==> src/rtl/program_loader_if.sv <==
// Byte-stream input and memory write port of the program loader, bundled.
// The master side is the loader itself; the slave side is the environment
// (byte source plus processor memory port).
interface program_loader_if #(
  parameter int word_size = 8
);
  logic                 in_valid;
  logic [word_size-1:0] in_data;
  logic                 in_ready;
  logic                 ext_write;
  logic [word_size-1:0] address_bus;
  logic [word_size-1:0] data_bus;

  modport master (
    input  in_valid,
    input  in_data,
    output in_ready,
    output ext_write,
    output address_bus,
    output data_bus
  );

  modport slave (
    output in_valid,
    output in_data,
    input  in_ready,
    input  ext_write,
    input  address_bus,
    input  data_bus
  );
endinterface

==> src/rtl/program_loader.sv <==
// Program loader: receives LEN, BASE, N data bytes and a checksum byte,
// writes the data into processor memory, then releases the core on a good
// checksum or flags an error on a bad one.
module program_loader #(
  parameter int word_size = 8
) (
  input  logic              clk,
  input  logic              rst,
  input  logic              start,
  input  logic              abort,
  program_loader_if.master  bus,
  output logic              cpu_rst,
  output logic              done,
  output logic              err
);

  typedef enum logic [2:0] {
    S_IDLE,
    S_LEN,
    S_BASE,
    S_DATA,
    S_CSUM,
    S_RUN,
    S_ERR
  } state_t;

  state_t               state_q, state_d;
  logic [word_size-1:0] count_q, count_d;
  logic [word_size-1:0] ptr_q, ptr_d;
  logic [word_size-1:0] sum_q, sum_d;
  logic                 ext_write_q, ext_write_d;
  logic [word_size-1:0] addr_q, addr_d;
  logic [word_size-1:0] data_q, data_d;
  logic                 loading;
  logic                 accept;

  // Loading states are the only ones that take bytes or honour abort.
  always_comb begin
    loading = (state_q == S_LEN) || (state_q == S_BASE) ||
              (state_q == S_DATA) || (state_q == S_CSUM);
    accept  = loading && bus.in_valid;
  end

  // Next-state, counter, pointer, checksum and write-port computation.
  // count holds the bytes still expected; LEN = 0 wraps through all values
  // so a full 2**word_size bytes are taken before the last-byte test hits 1.
  always_comb begin
    state_d     = state_q;
    count_d     = count_q;
    ptr_d       = ptr_q;
    sum_d       = sum_q;
    ext_write_d = 1'b0;
    addr_d      = addr_q;
    data_d      = data_q;
    case (state_q)
      S_IDLE: begin
        if (start) state_d = S_LEN;
      end
      S_LEN: begin
        if (accept) begin
          count_d = bus.in_data;
          state_d = S_BASE;
        end
      end
      S_BASE: begin
        if (accept) begin
          ptr_d   = bus.in_data;
          sum_d   = '0;
          state_d = S_DATA;
        end
      end
      S_DATA: begin
        if (accept) begin
          ext_write_d = 1'b1;
          addr_d      = ptr_q;
          data_d      = bus.in_data;
          ptr_d       = ptr_q + word_size'(1);
          sum_d       = sum_q + bus.in_data;
          count_d     = count_q - word_size'(1);
          if (count_q == word_size'(1)) state_d = S_CSUM;
        end
      end
      S_CSUM: begin
        if (accept) state_d = (bus.in_data == sum_q) ? S_RUN : S_ERR;
      end
      S_RUN, S_ERR: begin
        if (start) state_d = S_LEN;
      end
      default: state_d = S_IDLE;
    endcase
    if (abort && loading) state_d = S_IDLE;
  end

  // State and datapath registers, cleared asynchronously by rst low.
  always_ff @(posedge clk or negedge rst) begin
    if (!rst) begin
      state_q     <= S_IDLE;
      count_q     <= '0;
      ptr_q       <= '0;
      sum_q       <= '0;
      ext_write_q <= 1'b0;
      addr_q      <= '0;
      data_q      <= '0;
    end else begin
      state_q     <= state_d;
      count_q     <= count_d;
      ptr_q       <= ptr_d;
      sum_q       <= sum_d;
      ext_write_q <= ext_write_d;
      addr_q      <= addr_d;
      data_q      <= data_d;
    end
  end

  // Status outputs decode directly from the current state.
  always_comb begin
    bus.in_ready    = loading;
    bus.ext_write   = ext_write_q;
    bus.address_bus = addr_q;
    bus.data_bus    = data_q;
    cpu_rst         = (state_q == S_RUN);
    done            = (state_q == S_RUN);
    err             = (state_q == S_ERR);
  end

endmodule

==> src/flat_wrapper.sv <==
// flat-port wrapper written by rule: the top's interface ports become plain ports
module program_loader_flat 
#(
  parameter int word_size = 8
)
  (clk, rst, start, abort, cpu_rst, done, err, bus_in_valid, bus_in_data, bus_in_ready, bus_ext_write, bus_address_bus, bus_data_bus);
  program_loader_if #(.word_size(word_size)) bus_i ();
  input  logic clk;
  input  logic rst;
  input  logic start;
  input  logic abort;
  output logic cpu_rst;
  output logic done;
  output logic err;
  input wire logic [$bits(bus_i.in_valid)-1:0] bus_in_valid;
  input wire logic [$bits(bus_i.in_data)-1:0] bus_in_data;
  output wire logic [$bits(bus_i.in_ready)-1:0] bus_in_ready;
  output wire logic [$bits(bus_i.ext_write)-1:0] bus_ext_write;
  output wire logic [$bits(bus_i.address_bus)-1:0] bus_address_bus;
  output wire logic [$bits(bus_i.data_bus)-1:0] bus_data_bus;
  assign bus_i.in_valid = bus_in_valid;
  assign bus_i.in_data = bus_in_data;
  assign bus_in_ready = bus_i.in_ready;
  assign bus_ext_write = bus_i.ext_write;
  assign bus_address_bus = bus_i.address_bus;
  assign bus_data_bus = bus_i.data_bus;
  program_loader #(.word_size(word_size)) u_core (.clk(clk), .rst(rst), .start(start), .abort(abort), .bus(bus_i), .cpu_rst(cpu_rst), .done(done), .err(err));
endmodule
==> config.mk <==
export PLATFORM = sky130hd
export DESIGN_NAME = program_loader_flat
export DESIGN_NICKNAME = d
export VERILOG_FILES = /design/src/rtl/program_loader_if.sv /design/src/rtl/program_loader.sv /design/src/flat_wrapper.sv
export SDC_FILE = /design/constraint.sdc
export NUM_CORES = 1
export LEC_CHECK = 0
export BUFFER_PORTS_ARGS = -buffer_cell sky130_fd_sc_hd__buf_2
export CAP_MARGIN = 20
export CORE_UTILIZATION = 60
export CTS_BUF_LIST = sky130_fd_sc_hd__clkbuf_2 sky130_fd_sc_hd__clkbuf_4 sky130_fd_sc_hd__clkbuf_8
export DETAILED_ROUTE_END_ITERATION = 12
export PLACE_DENSITY = 0.83
export SLEW_MARGIN = 10
export SYNTH_ARGS = -nofsm -noshare
export SYNTH_HDL_FRONTEND = slang
export SYNTH_SLANG_ARGS = --single-unit
export TNS_END_PERCENT = 1
==> constraint.sdc <==
create_clock -name clk -period 2.35 [get_ports clk]
set_clock_uncertainty 0.2 [all_clocks]
set_input_delay 0.47 -clock clk [delete_from_list [all_inputs] [get_ports clk]]
set_output_delay 0.47 -clock clk [all_outputs]
set_load 0.02 [all_outputs]
======== Word-level counts from Yosys, hierarchy flattened ========
Cells that the tools add are included.
storage, ports and cells
  register bits ........................... 44
  word-level logic and storage cells ...... 59
operators by class
  add/sub/neg operators ................... 3
  equality and inequality tests ........... 17
  mux-type cells .......................... 19
  reductions and logical operators ........ 13
operator list
  cell                 number
  $pmux 8 s2           3
  $mux 8               5
  $mux 3               7
  $pmux 3 s5           1
  $ne 3x2->1 const B   4
  $eq 3x3->1 const B   3
  $add 8x1->8 const B  1
  $add 8x8->8          1
  $eq 8x1->1 const B   1
  $eq 8x8->1           1
  $sub 8x1->8 const B  1
  $eq 3x2->1 const B   2
  $ne 2x1->1 const B   3
  $reduce_and 3->1     2
  $reduce_and 6->1     1
  $reduce_bool 2->1    2
  $eq 3x1->1 const B   1
  $logic_not 3->1      1
  $logic_or 1x1->1     3
  $ne 3x1->1 const B   1
  $ne 3x3->1 const B   1
  $reduce_or 3->1      1
  $logic_and 1x1->1    2
  $mux 1               2
  other kinds (2)      2

======== Logic depth before layout (Yosys ltp) ========
Gate-level depths: netlist of run 1.
  depth in word-level cells ............... 8
  mapped depth ............................ 7

======== Least setup slack after synthesis of run 1 ========
Ideal clock, no wire load.
  path type ............................... input to register
  start ................................... input bus_in_data[0]
  end ..................................... register u_core.sum_q[6]
  library setup time ...................... 0.083 ns
  arrival ................................. 1.778 ns
  data required time ...................... 2.067 ns
  setup slack ............................. 0.289 ns
  stages on the path ...................... 7
  cells stage by stage .................... ha_1 fa_1 a21o_1 a21oi_1 o21ai_0 xnor2_1 o21ai_0
between the ends
  longest elaborated chain between the ends .. 3
RTL lines
  what                    line                   RTL
  start: declaration      flat_wrapper.sv:16     input wire logic [$bits(bus_i.in_data)-1:0] bus_in_data;
  $add 8x8->8             program_loader.sv:78   sum_d = sum_q + bus.in_data;
  $mux 8                  program_loader.sv:73   if (accept) begin
  $pmux 8 s2              program_loader.sv:55   case (state_q)
  end signal: assignment  program_loader.sv:108  sum_q <= sum_d;
  end: declaration        program_loader.sv:30   logic [word_size-1:0] sum_q, sum_d;
Every way passes these cells. The select of a mux whose other input is x is not followed.
A chain may end at the register's enable or synchronous reset.

======== Worst setup path in the final report of run 1 ========
  start ................................... register u_core.state_q[2]
  end ..................................... output done
between the ends
  longest elaborated chain between the ends .. 1
RTL lines
  what                      line                   RTL
  start: declaration        program_loader.sv:27   state_t state_q, state_d;
  start signal: assignment  program_loader.sv:105  state_q <= state_d;
  $eq 3x3->1                program_loader.sv:122  done = (state_q == S_RUN);
  end: declaration          flat_wrapper.sv:13     output logic done;
Every way passes these cells.

==> flow_metrics.env, run 1 <==
export IMPL_status="finished clean"
export IMPL_yosys_most_used_dff="dfrtp_1"
export IMPL_cp_max_fo=13
export IMPL_drt_wirelength_per_cell_um=16.1
export IMPL_fillers=317
export IMPL_wl_um=5680
export IMPL_die_h_um=67.2
export IMPL_layout_worst_path_cycle_share_pct=94.4
export IMPL_grt_max_degree=45
export IMPL_n_antenna_cell=0
export IMPL_syn_nets=294
export IMPL_avgSynthCellArea_um2=9.43
export IMPL_synth_seq_area_share_pct=43.2
export IMPL_critPathArrivalTime_ps=1550
export IMPL_drive_gt1_share_pct=23.1
export IMPL_intPower_mw=1.90
export IMPL_final_cell_mix="dfrtp_1 (44), buf_2 (33), nand2_1 (27)"
export IMPL_fin_hold_ws_ps=30.5
export IMPL_end_kind="output port"
export IMPL_ys_warn_count=0
export IMPL_area_delta_synth_final_pct=10.9
export IMPL_grt_pass1_wl_um=9370
export IMPL_drt_pre_antenna_iters=5
export IMPL_dr_first_iter_drc_count=251
export IMPL_num_vias=2193
export IMPL_num_nets_final=327
export IMPL_synthCells=270
export IMPL_maxSlewHeadroom_pct=63.6
export IMPL_fin_cells=353
export IMPL_die_area_mm2=0.00451
export IMPL_drv_slew=0
export IMPL_port_buffers=33
export IMPL_hp_class="input pin to asynchronous set/reset pin"
export IMPL_startpoint_type="register"
export IMPL_die_w_um=67.2
export IMPL_dp_cells=346
export IMPL_seq_power_share_pct=41.3
export IMPL_p_per_area_mw_per_mm2=1180
export IMPL_grt_pass1_vias=1945
export IMPL_ctsLongestPathBuffers=2
export IMPL_post_cts_setup_buffers=0
export IMPL_ir_drop_mv=0.681
export IMPL_path_clk_slew_ps=90
export IMPL_std_cell_rows=23
export IMPL_leakagePower_nw=1.31
export IMPL_synth_edf_count=0
export IMPL_r2r_start="u_core.sum_q[0]"
export IMPL_cts_htree_levels=2
export IMPL_utilization_pct=70.1
export IMPL_period_needed_ps=2220
export IMPL_fin_setup_tns_ps=0
export IMPL_max_freq_mhz=451
export IMPL_cts_buffers=5
export IMPL_swShare_pct=43.1
export IMPL_synth_distinct_cells=55
export IMPL_clk_latency_ps=300
export IMPL_clkPwrFrac_pct=14.0
export IMPL_syn_cell_area_mm2=0.00255
export IMPL_antenna_found_initial=0
export IMPL_worst_r2r_endpoint="u_core.sum_q[6]"
export IMPL_tightest_slew_ps=547
export IMPL_place_hpwl_um=3970
export IMPL_clkSinkCount=44
export IMPL_reg2reg_slack_ps=240
export IMPL_grt_overflow_total=0
export IMPL_synth_async_sr_flop_share_pct=100
export IMPL_post_cts_resized=0
export IMPL_synth_seq_cells=44
export IMPL_cts_tree="built"
export IMPL_required_ps=1680
export IMPL_grt_setup_unrepaired="false"
export IMPL_core_mm2=0.00403
export IMPL_gp_congestion=0.900
export IMPL_ioPinCount=34
export IMPL_power_frac_comb_pct=44.7
export IMPL_p_switching_mw=1.44
export IMPL_final_setup_viol_count=0
export IMPL_avgViaCountPerCell=6.21
export IMPL_cap_violations=0
export IMPL_grt_use_total_pct=28.4
export IMPL_cts_hold_buf=0
export IMPL_total_power_mw=3.34
export IMPL_ff2ff_path_depth=7
export IMPL_path_class="register to output port"
export IMPL_cts_root_buf="clkbuf_8"
export IMPL_start_util_pct=63.2
export IMPL_final_common_cell="dfrtp_1"
export IMPL_drc=0
export IMPL_ant_nets=0
export IMPL_hold_violations=0
[per-stage QoR]
step           cell area, um2  setup WS (ps)
2_1_floorplan            2550            289
5_1_grt                  2830           12.2
4_1_cts                  2830            169
3_5_place_dp             2740           25.0
6_report                 2830            130
3_3_place_gp             2740           81.7
[cells by family (layout without fill, tap and decap cells)]
family | after synthesis | after routing | share of synthesized area, %
xor+xnor | 7 | 7 | 2.41
compound gates | 74 | 74 | 17.4
fa+ha+maj | 11 | 11 | 5.70
simple gates | 93 | 93 | 18.8
mux | 17 | 17 | 7.47
flops | 44 | 44 | 43.2
buf+inv | 24 | 57 | 5.01
[critical path: stages (launching register included)]
cell and delay (ps):
dfrtp_1 620, inv_1 220, nor3_1 200, buf_2 200
[power groups by stage]
stage / Sequential (mW) / Combinational, mW / Clock (mW)
after CTS: 1.37 / 1.50 / 0.473
final: 1.38 / 1.49 / 0.469
after floorplan: 1.44 / 1.01 / 0
after detailed placement: 1.38 / 1.49 / 0
after global placement: 1.36 / 1.44 / 0
after global routing: 1.42 / 1.67 / 0.506
[worst max-delay path by stage]
stage                 startpoint         endpoint
2_1_floorplan     bus_in_data[0]  u_core.sum_q[6]
3_3_place_gp      bus_in_data[0]  u_core.sum_q[6]
3_5_place_dp      bus_in_data[0]  u_core.sum_q[6]
4_1_cts        u_core.state_q[2]             done
5_1_grt        u_core.state_q[2]          cpu_rst
6_report       u_core.state_q[2]             done
[synth_stat cells (3+ instances only)]
cell | instances | area [um2]
mux2_2 | 16 | 180
nor4_1 | 3 | 18.8
inv_1 | 8 | 30.0
xnor2_1 | 5 | 43.8
nor2_1 | 19 | 71.3
buf_4 | 4 | 30.0
o211ai_1 | 3 | 22.5
o21ai_0 | 22 | 110
clkbuf_1 | 4 | 15.0
dfrtp_1 | 44 | 1100
nor3_1 | 9 | 45.0
nand2_1 | 27 | 101
ha_1 | 10 | 125
and3_1 | 3 | 18.8
buf_2 | 4 | 20.0
nand3_1 | 10 | 50.1
a21o_1 | 3 | 22.5
o22ai_1 | 3 | 18.8
nor3b_1 | 3 | 22.5
a21oi_1 | 24 | 120
a31oi_1 | 4 | 25.0
[metal layers]
layer	global-route usage [%]	part of all wire (%)	up-vias
li1	-	-	1045
met1	38.5	43	1050
met2	45.5	49	84
met3	5.41	6.3	14
met4	9.31	1.5	0
met5	0	0	-
[layout make-up]
class | instances | area [um2] | share of cell area, %
clock buffers | 5 | 68.8 | 2.44
clock inverters | 2 | 12.5 | 0.443
inverters | 9 | 36.3 | 1.28
multi-input cells | 202 | 1320 | 46.7
flip-flops and latches | 44 | 1100 | 39.0
well taps | 50 | 62.6 | 2.21
repair buffers | 41 | 225 | 7.97
[state kept, by name, indices dropped and copies added, names as in the netlist]
register,count
u_core.bus.address_bus,8
u_core.ptr_q,8
u_core.sum_q,8
u_core.bus.ext_write,1
u_core.count_q,8
u_core.state_q,3
u_core.bus.data_bus,8
Power figures use the tool's default switching activity.
==> run 2, diff against run 1 <==
CORE_MARGIN = 8   (was unset)
PLACE_DENSITY = unset   (was 0.83)
PLACE_DENSITY_LB_ADDON = 0.05   (was unset)
==> run 2 against run 1 <==
  * Maximum frequency up 4.7%
  * Design area up 1.9%
  * Combinational power about the same
  * Power up 3.6%
  * Register-to-register slack about the same
  * Worst setup slack better by 99 ps
  * Global-route usage down 8.9 points
  * Sequential power about the same
  * Utilization up 0.80 points
  * Critical path depth up 4
  * Largest cell class unchanged
==> flow_metrics.env, run 2 (synthesis gave the netlist of run 1 again) <==
export IMPL_die_w_um=81.2
export IMPL_status="finished clean"
export IMPL_cts_tree="built"
export IMPL_dr_first_iter_drc_count=119
export IMPL_period_needed_ps=2120
export IMPL_r2r_start="u_core.sum_q[0]"
export IMPL_grt_pass1_vias=2079
export IMPL_std_cell_rows=23
export IMPL_required_ps=2370
export IMPL_path_cells="ha_1 > fa_1 > a21o_1 > a21oi_1 > o21ai_0 > xnor2_1 > o21ai_0"
export IMPL_path_clk_slew_ps=80
export IMPL_fin_setup_tns_ps=0
export IMPL_drc=0
export IMPL_die_h_um=81.2
export IMPL_core_mm2=0.00406
export IMPL_drt_pre_antenna_iters=4
export IMPL_area_delta_synth_final_pct=13.0
export IMPL_total_power_mw=3.46
export IMPL_worstSetupEndpoint="u_core.sum_q[6]"
export IMPL_ir_drop_mv=0.674
export IMPL_num_nets_final=329
export IMPL_hold_violations=0
export IMPL_antenna_found_initial=0
export IMPL_hp_class="input pin to register"
export IMPL_num_vias=2155
export IMPL_final_cell_mix="dfrtp_1 (43), buf_2 (33), nand2_1 (27)"
export IMPL_max_freq_mhz=472
export IMPL_crit_slowest_cell="fa_1"
export IMPL_path_class="register to register"
export IMPL_cap_violations=0
export IMPL_ff2ff_path_depth=7
export IMPL_grt_max_degree=24
export IMPL_cp_common_cell="o21ai_0"
export IMPL_use_met1_pct=24.2
export IMPL_maxSlewHeadroom_pct=71.4
export IMPL_grtUsageMet2_pct=31.6
export IMPL_max_stage_delay_ps=410
export IMPL_ant_nets=0
export IMPL_drv_slew=0
export IMPL_port_buffers=33
export IMPL_cp_max_fo=2
export IMPL_utilization_pct=70.9
export IMPL_clk_latency_ps=300
export IMPL_grt_setup_unrepaired="false"
export IMPL_leakagePower_nw=1.33
export IMPL_p_per_area_mw_per_mm2=1200
export IMPL_ioPinCount=34
export IMPL_clkSinkCount=44
export IMPL_drt_wirelength_per_cell_um=16.6
export IMPL_cts_htree_levels=2
export IMPL_start_util_pct=62.8
export IMPL_place_hpwl_um=4220
export IMPL_die_area_mm2=0.00659
export IMPL_crit_start="u_core.sum_q[0]"
export IMPL_worst_r2r_endpoint="u_core.sum_q[6]"
export IMPL_ctsLongestPathBuffers=2
export IMPL_reg2reg_slack_ps=230
export IMPL_grt_pass1_wl_um=9890
export IMPL_cts_root_buf="clkbuf_8"
export IMPL_final_setup_viol_count=0
export IMPL_tightest_slew_ps=429
export IMPL_startpoint_type="register"
export IMPL_final_common_cell="dfrtp_1"
export IMPL_cts_buffers=5
export IMPL_regArea_mm2=0.00110
export IMPL_end_kind="register"
export IMPL_n_antenna_cell=0
export IMPL_wl_um=5910
export IMPL_avgViaCountPerCell=6.05
export IMPL_drive_gt1_share_pct=23.9
export IMPL_grt_overflow_total=0
export IMPL_grt_busiest_layer="met2"
export IMPL_layout_worst_path_cycle_share_pct=90.2
export IMPL_grt_use_total_pct=19.5
export IMPL_use_met3_pct=4.30
export IMPL_multi_input_area_mm2=0.00132
export IMPL_gp_congestion=0.938
export IMPL_fin_hold_ws_ps=236
export IMPL_fillers=339
export IMPL_critPathArrivalTime_ps=2140
## run 2: cell types whose count changed in the layout (fill, tap and decap cells not counted), sizes merged
| cell | delta |
|---|---|
| buf | +1 |
| bufinv | +1 |
| clkinv | -1 |
| dlygate4sd3 | +1 |
| inv | +1 |
## run 2: worst min path at each step
stage	to	depth (start not counted)	slack [ps]	startpoint
after floorplan	u_core.bus.address_bus[0]	0	-30	rst
after global placement	u_core.bus.ext_write	1	230	rst
after detailed placement	u_core.bus.ext_write	1	230	rst
after CTS	u_core.bus.data_bus[0]	2	230	bus_in_data[0]
after global routing	u_core.bus.data_bus[0]	2	240	bus_in_data[0]
final	u_core.bus.data_bus[0]	2	240	bus_in_data[0]
## run 2: layout make-up
| class | instances | share of cell area (%) |
|---|---|---|
| Inverter | 9 | 1.26 |
| Tap cell | 50 | 2.17 |
| Sequential cell | 44 | 38.3 |
| Timing Repair Buffer | 43 | 8.43 |
| Clock buffer | 5 | 2.39 |
| Multi-Input combinational cell | 202 | 45.8 |
| Clock inverter | 3 | 1.61 |
## run 2: repair_timing
action                                 4_1_cts  5_1_grt
endpoints found under the hold margin       17        0
setup endpoints to repair                    0        2
gates resized for setup                      0        1
hold buffers                                 1        0
buffers inserted                             0        0
## run 2: per-stage QoR
stage               cells  setup WS (ps)  area [um2]
global placement      347           94.3        2750
floorplan             270            289        2550
global route          356           74.2        2880
finish                356            229        2880
detailed placement    347           52.7        2750
CTS                   356           77.9        2880
## run 2: power breakdown
group          internal [mW]  switching (mW)
clock network          0.320           0.280
registers               1.07           0.285
logic                  0.637           0.871
## run 2: worst max-delay path: cells and delay by family (launching register included)
| kind | cells | cell delay (ps) |
|---|---|---|
| AOI/OAI and AO/OA | 4 | 700 |
| adders and majority gates | 2 | 620 |
| DFF | 1 | 390 |
| xor gates and xnor gates | 1 | 140 |
## run 2: metal layers
metal  vias to the layer above  part of all wire [%]
met5                         -                     0
met4                         0                   1.7
met3                         8                   5.4
met2                        54                    49
met1                      1048                    44
li1                       1045                     -
